<file path="src/rtl/instr_fetch_pkg.sv">
// rtl/instr_fetch_pkg.sv - shared fetch definitions: FSM states, IR field bounds, PC step, NOP
package instr_fetch_pkg;

  typedef enum logic {
    S_REQ  = 1'b0,
    S_HOLD = 1'b1
  } state_t;

  localparam int OPC_MSB   = 31;
  localparam int OPC_LSB   = 26;
  localparam int RS_MSB    = 25;
  localparam int RS_LSB    = 21;
  localparam int RT_MSB    = 20;
  localparam int RT_LSB    = 16;
  localparam int RD_MSB    = 15;
  localparam int RD_LSB    = 11;
  localparam int SHAMT_MSB = 10;
  localparam int SHAMT_LSB = 6;
  localparam int FUNCT_MSB = 5;
  localparam int FUNCT_LSB = 0;
  localparam int IMM_MSB   = 15;
  localparam int IMM_LSB   = 0;

  localparam logic [31:0] PC_STEP   = 32'd4;
  localparam logic [31:0] NOP_INSTR = 32'h0000_0000;

  function automatic logic [31:0] word_align(input logic [31:0] addr);
    return addr & ~32'h3;
  endfunction

endpackage

</file>
<file path="src/rtl/instr_fetch_ir_fields.sv">
// rtl/instr_fetch_ir_fields.sv - combinational MIPS field slicer, shared with decode
module ir_fields
  import instr_fetch_pkg::*;
(
  input  logic [31:0] ir_instr,
  output logic [5:0]  opcode,
  output logic [4:0]  rs,
  output logic [4:0]  rt,
  output logic [4:0]  rd,
  output logic [4:0]  shamt,
  output logic [5:0]  funct,
  output logic [15:0] imm16
);

  assign opcode = ir_instr[OPC_MSB:OPC_LSB];
  assign rs     = ir_instr[RS_MSB:RS_LSB];
  assign rt     = ir_instr[RT_MSB:RT_LSB];
  assign rd     = ir_instr[RD_MSB:RD_LSB];
  assign shamt  = ir_instr[SHAMT_MSB:SHAMT_LSB];
  assign funct  = ir_instr[FUNCT_MSB:FUNCT_LSB];
  assign imm16  = ir_instr[IMM_MSB:IMM_LSB];

endmodule

</file>
<file path="src/rtl/instr_fetch.sv">
// rtl/instr_fetch.sv - MIPS fetch stage: PC, imem request FSM, IR and decoded fields
// Optional IFETCH_TRACE_EN adds the fetch_cnt consumed-instruction counter.
module instr_fetch
  import instr_fetch_pkg::*;
#(
  parameter logic [31:0] RESET_PC = 32'h0000_0000,
  parameter int          CNT_W    = 32
) (
  input  logic              clk,
  input  logic              rst_n,
  output logic              imem_req,
  output logic [31:0]       imem_addr,
  input  logic              imem_ready,
  input  logic [31:0]       imem_rdata,
  output logic              ir_valid,
  input  logic              ir_ready,
  output logic [31:0]       ir_instr,
  output logic [31:0]       ir_pc,
  output logic [31:0]       ir_pc4,
  output logic [5:0]        opcode,
  output logic [4:0]        rs,
  output logic [4:0]        rt,
  output logic [4:0]        rd,
  output logic [4:0]        shamt,
  output logic [5:0]        funct,
  output logic [15:0]       imm16,
  input  logic              redirect_valid,
  input  logic [31:0]       redirect_pc
`ifdef IFETCH_TRACE_EN
  ,
  output logic [CNT_W-1:0]  fetch_cnt
`endif
);

  state_t      state, state_nxt;
  logic [31:0] pc;
  logic        load_ir;
  logic        consume;
  logic        req_state;

  always_comb begin
    state_nxt = state;
    load_ir   = 1'b0;
    consume   = 1'b0;
    req_state = 1'b0;
    case (state)
      S_REQ: begin
        req_state = 1'b1;
        if (imem_ready) begin
          load_ir   = 1'b1;
          state_nxt = S_HOLD;
        end
      end
      S_HOLD: begin
        if (ir_ready) begin
          consume   = 1'b1;
          state_nxt = S_REQ;
        end
      end
      default: state_nxt = S_REQ;
    endcase
    // A redirect kills any returning word but a same-cycle consume still counts.
    if (redirect_valid) begin
      load_ir   = 1'b0;
      state_nxt = S_REQ;
    end
  end

  always_ff @(posedge clk) begin
    if (!rst_n) begin
      state    <= S_REQ;
      pc       <= word_align(RESET_PC);
      ir_valid <= 1'b0;
      ir_instr <= NOP_INSTR;
      ir_pc    <= 32'h0;
    end else begin
      state <= state_nxt;
      if (redirect_valid) begin
        pc       <= word_align(redirect_pc);
        ir_valid <= 1'b0;
      end else if (load_ir) begin
        pc       <= pc + PC_STEP;
        ir_instr <= imem_rdata;
        ir_pc    <= pc;
        ir_valid <= 1'b1;
      end else if (consume) begin
        ir_valid <= 1'b0;
      end
    end
  end

  // Gating with rst_n keeps the request low in the reset cycle itself.
  assign imem_req  = rst_n & req_state;
  assign imem_addr = pc;
  assign ir_pc4    = ir_pc + PC_STEP;

  ir_fields u_ir_fields (
    .ir_instr (ir_instr),
    .opcode   (opcode),
    .rs       (rs),
    .rt       (rt),
    .rd       (rd),
    .shamt    (shamt),
    .funct    (funct),
    .imm16    (imm16)
  );

`ifdef IFETCH_TRACE_EN
  always_ff @(posedge clk) begin
    if (!rst_n) begin
      fetch_cnt <= '0;
    end else if (consume) begin
      fetch_cnt <= fetch_cnt + {{(CNT_W-1){1'b0}}, 1'b1};
    end
  end
`else
  logic unused_cnt_w;
  assign unused_cnt_w = |CNT_W;
`endif

endmodule

</file>
<file path="config.mk">
export PLATFORM = sky130hd
export DESIGN_NAME = instr_fetch
export DESIGN_NICKNAME = d
export VERILOG_FILES = /design/src/rtl/instr_fetch_pkg.sv /design/src/rtl/instr_fetch_ir_fields.sv /design/src/rtl/instr_fetch.sv
export SDC_FILE = /design/constraint.sdc
export NUM_CORES = 1
export LEC_CHECK = 0
export BUFFER_PORTS_ARGS = -buffer_cell sky130_fd_sc_hd__buf_4
export CORE_UTILIZATION = 51
export DETAILED_ROUTE_END_ITERATION = 7
export PLACE_DENSITY_LB_ADDON = 0.12
export SLEW_MARGIN = 20
export SYNTH_ARGS = -nofsm -noshare
export SYNTH_HDL_FRONTEND = slang
export SYNTH_SLANG_ARGS = --single-unit
</file>
<file path="constraint.sdc">
create_clock -name clk -period 5.4 [get_ports clk]
set_input_delay 0.27 -clock clk [delete_from_list [all_inputs] [get_ports clk]]
set_output_delay 0.27 -clock clk [all_outputs]
set_load 0.1 [all_outputs]
</file>
* After elaboration in Yosys (flattened, before gate mapping) *
Cells that the tools add are included.

word-level totals
  logic and storage cells = 28
  bits of input ports = 69
  flip-flop bits (word level) = 98

cells by class
  $add $sub $neg = 2
  bitwise gates (word level) = 4
  reductions and logical operators = 4
  multiplexer cells = 12

operators with widths
  operator                                        count
  adder 32 x 3 -> 32 bit (second input constant)  2
  2-to-1 mux 32 bit                               2
  2-to-1 mux 1 bit                                9
  nonzero test 2 bit                              2
  inverter 1 bit                                  3
  case mux 1 bit (2 select lines)                 1
  AND reduction 2 bit                             1
  OR reduction 2 bit                              1
  AND 1 bit                                       1

* Depth between registers and ports, before layout *
  word-level depth = 5
  gate-level depth with buffers = 6
  mapped depth without buffers = 5

* By module *
Synthesis repeated with hierarchy kept, for this count alone.

second synthesis, totals
  cell total of the unflattened synthesis = 644
  area total of the unflattened synthesis = 5129.9 um^2

by module, submodules not included
  module       cells each  area an instance (um^2)  sequential area each (um^2)  instances
  instr_fetch  596         4769.6                   1881.8                       1
  ir_fields    48          360.3                    0.0                          1

* Worst setup path before layout *
Ideal clock, no wire load.

  path kind = reg2out
  from = register ir_pc[9]
  to = output port ir_pc4[22]
  data arrival time = 3.832 ns
  cell stages (with the launch flop) = 5
  data required time = 5.130 ns
  path slack = 1.298 ns
  cells stage by stage = dfxtp_1 -> nand4_1 -> nor4_2 -> nand4_1 -> xnor2_1

on the way
  longest elaborated chain between the ends = 1

RTL lines
  item                    RTL line           text
  from (decl)             instr_fetch.sv:18  output logic [31:0] ir_pc,
  from (signal assigned)  instr_fetch.sv:84  ir_pc <= pc;
  adder 32 x 3 -> 32 bit  instr_fetch.sv:95  assign ir_pc4 = ir_pc + PC_STEP;
  to (decl)               instr_fetch.sv:19  output logic [31:0] ir_pc4,

No other way between the ends.

* Worst setup path in the final report *
  from = register ir_pc[2]
  to = output port ir_pc4[22]

Same word-level chain as after synthesis.

==> reports/metrics.csv <==
stage;metric;value;unit
critical_path;slowest cell on the critical path;nor4_2;
clock_network;clk_lat worst skew;0.35;ns
floorplan;starting density of the core;0.525;
synth;Synth Area in Compound Gates;0.175;
placed_design;IO buf count;238;
synth;largest cells by area after synthesis;dfxtp_1, nand2_1, a21boi_0;
synth;synthesized instance count;644;
critical_path;crit end category;primary output;
placed_design;global placement routability congestion;0.857;
critical_path;critical path peak fanout;8;
sta;Fin Clk Skew;0.0117;ns
pwr;peak supply drop;173;uV
detailed_routing;Post-DRT Antenna Nets;0;
detailed_routing;DR vias;5168;
pwr;Pleak;2.95;nW
synth;Yosys cell types;47;
synth;post-synthesis average cell area;7.97;um2
critical_path;CP arrival;2.68;ns
clock_network;CTS tree;built;
global_routing;vias in the first global route;4588;
layout;Ant. Diodes;0;
synth;count leader, synth;nand2_1;
sta;RSZ-0062 raised after global routing;false;
synth;Synth Area in XOR/XNOR;0.0666;
clock_network;Clock Tree Buf Depth;2;
critical_path;CP startpoint kind;register;
synth;Synth Area in Adders;0.00488;
critical_path;Crit Path Class;register to primary output;
sta;setup_tns;0;ns
global_routing;first-pass GRT wire length;22000;um
detailed_routing;total wire length;14500;um
pwr;P per Cell Area;295;nW/um2
global_routing;largest net degree at the start of global routing;103;
sta;crit share post-route;0.546;
sta;final slew viol count;0;
detailed_routing;DR pass1 iterations;5;
detailed_routing;drt drc;0;
synth;largest family of logic cells by synthesized area;simple AND/OR/NAND/NOR gates;
clock_network;CTS root buf;clkbuf_8;
detailed_routing;highest metal used;met4;
layout;Core Util, Final;0.698;
critical_path;worst path required time;5.13;ns
clock_network;CTS resizes;0;
detailed_routing;Wirelength per Cell;15.3;um
clock_network;clock-pin slew on the worst setup and hold paths;0.10;ns
sta;Tightest Pin Transition;0.881;ns
synth;yosys warns;0;
synth;dominant synthesized flop cell;dfxtp_1;
detailed_routing;DRT iter0 DRCs;184;
detailed_routing;M1 WL;5890;um
synth;Synth top area share;0.367;
layout;layout cell share with drive strength beyond 1;0.324;
clock_network;H-tree level count;3;
clock_network;post-CTS setup buffers;0;
floorplan;Die W;102;um
global_routing;grt total ovfl;0;
critical_path;slowest cell delay on critical path;0.70;ns
pwr;overall power;2.01;mW
floorplan;height of the die;102;um
synth;Synth Cell Area;5130;um2
global_routing;antenna violations before repair;0;
run_status;outcome;complete, no violations;
layout;P&R area growth vs syn;33.0;%
synth;Yosys reg bits;94;
clock_network;CTS Buf Count;9;
layout;fillers;805;
detailed_routing;met2 wire len;7440;um
sta;Final Setup Violations;0;
synth;fraction of registers with async set/reset;0;
critical_path;CP delay by family, top;simple AND/OR/NAND/NOR gates;
floorplan;Site Rows;36;
floorplan;I/O pin count;247;
hold_path;HP Class;primary input to register;
synth;post-synthesis simple-gate area fraction;0.275;
critical_path;worst-path cell chain;ha_1 -> nand3_1 -> nor4_2 -> nand4_1 -> xnor2_1 -> buf_4;
synth;most frequent cells after synthesis;nand2_1, dfxtp_1, a21boi_0;
synth;mux share of post-synthesis cell area;0;
detailed_routing;DR vias/cell;5.46;
detailed_routing;met3 WL;866;um
job;max cap viols;0;
sta;max frequency;0.339;GHz
sta;final hold viol count;0;
layout;Total Nets Final;880;
synth;register area share after synthesis;0.367;
global_routing;GR Util All Layers;0.266;
critical_path;Buf+Inv Stages, Crit Path;1;
synth;area leader, netlist;dfxtp_1;
clock_network;cts hold-fix bufs;0;
placed_design;DP HPWL;10300;um
sta;max_slew headroom;0.412;
clock_network;clock sinks;94;
sta;Final Critical Period;2.95;ns
synth;number of synthesized flops with an enable pin;0;
floorplan;Core Region;9770;um2
floorplan;die area;10500;um2
## routing by layer
layer / global-route usage / vias to the layer above
met5: 0 / -
met4: 0.0978 / 0
met3: 0.0397 / 27
met2: 0.478 / 197
met1: 0.319 / 2434
li1: - / 2510
## state kept, by name, summed over array words and instances (netlist names)
name,cells
imem_addr,30
ir_instr,32
ir_pc,30
ir_valid,1
state,1
## through the flow
stage	setup slack, ns	cells	hold WS [ns]	instance area, um2
floorplan	1.30	649	0.408	5150
global placement	2.90	931	0.467	6580
detailed placement	2.86	931	0.476	6580
CTS	2.45	947	0.131	6820
global route	2.26	947	0.128	6820
finish	2.45	947	0.138	6820
## report_power, final
part           internal, mW  switching [mW]  total, mW
Sequential            0.728          0.0549      0.783
Combinational         0.145           0.535      0.679
Clock                 0.301           0.248      0.549
Total                  1.17           0.838       2.01
## layout by cell type, fill, tap and decap left out, types with 3 or more instances in the layout
cell and instances:
buf_4 241, nand2_1 152, dfxtp_1 94, a21boi_0 62, xnor2_1 30, nand3_1 26, nand4_1 22, o21ai_0 21
and3_1 13, nor2_1 13, clkbuf_8 12, xor2_1 9, nand2b_1 9, o211a_1 9, or4_1 8, and4_1 7
nor4_1 7, or3_1 7, a31oi_1 7, conb_1 6, inv_1 5, a21oi_1 5, a211oi_1 4, o31ai_1 4
nor2b_1 3, nor3b_1 3
## cell families (layout without fill, tap and decap cells)
group	after synthesis	count (layout)
AND/OR/NAND/NOR	287	287
AO/OA/AOI/OAI	124	124
other	1	6
adder cells (fa/ha/maj)	2	2
XOR/XNOR	39	39
flip-flops	94	94
buffers and inverters	97	262
## cell type report
| type | instances | area (um2) | share of cell area |
|---|---|---|---|
| Clock inverter | 4 | 76.3 | 0.0112 |
| Multi-Input combinational cell | 458 | 2710 | 0.397 |
| Tap cell | 133 | 166 | 0.0244 |
| Clock buffer | 12 | 165 | 0.0242 |
| Sequential cell | 94 | 1880 | 0.276 |
| Inverter | 5 | 18.8 | 0.00275 |
| Timing Repair Buffer | 241 | 1810 | 0.265 |
## path summary, 6_finish.rpt
check | depth (start not counted) | slack, ns | to | startpoint
max | 6 | 2.45 | ir_pc4[22] | ir_pc[2]
min | 2 | 0.14 | imem_addr[2] | redirect_pc[2]
max reg2reg | 4 | 2.98 | imem_addr[23] | imem_addr[6]
min reg2reg | 2 | 0.48 | ir_instr[19] | ir_instr[19]
Power figures use the tool's default switching activity.
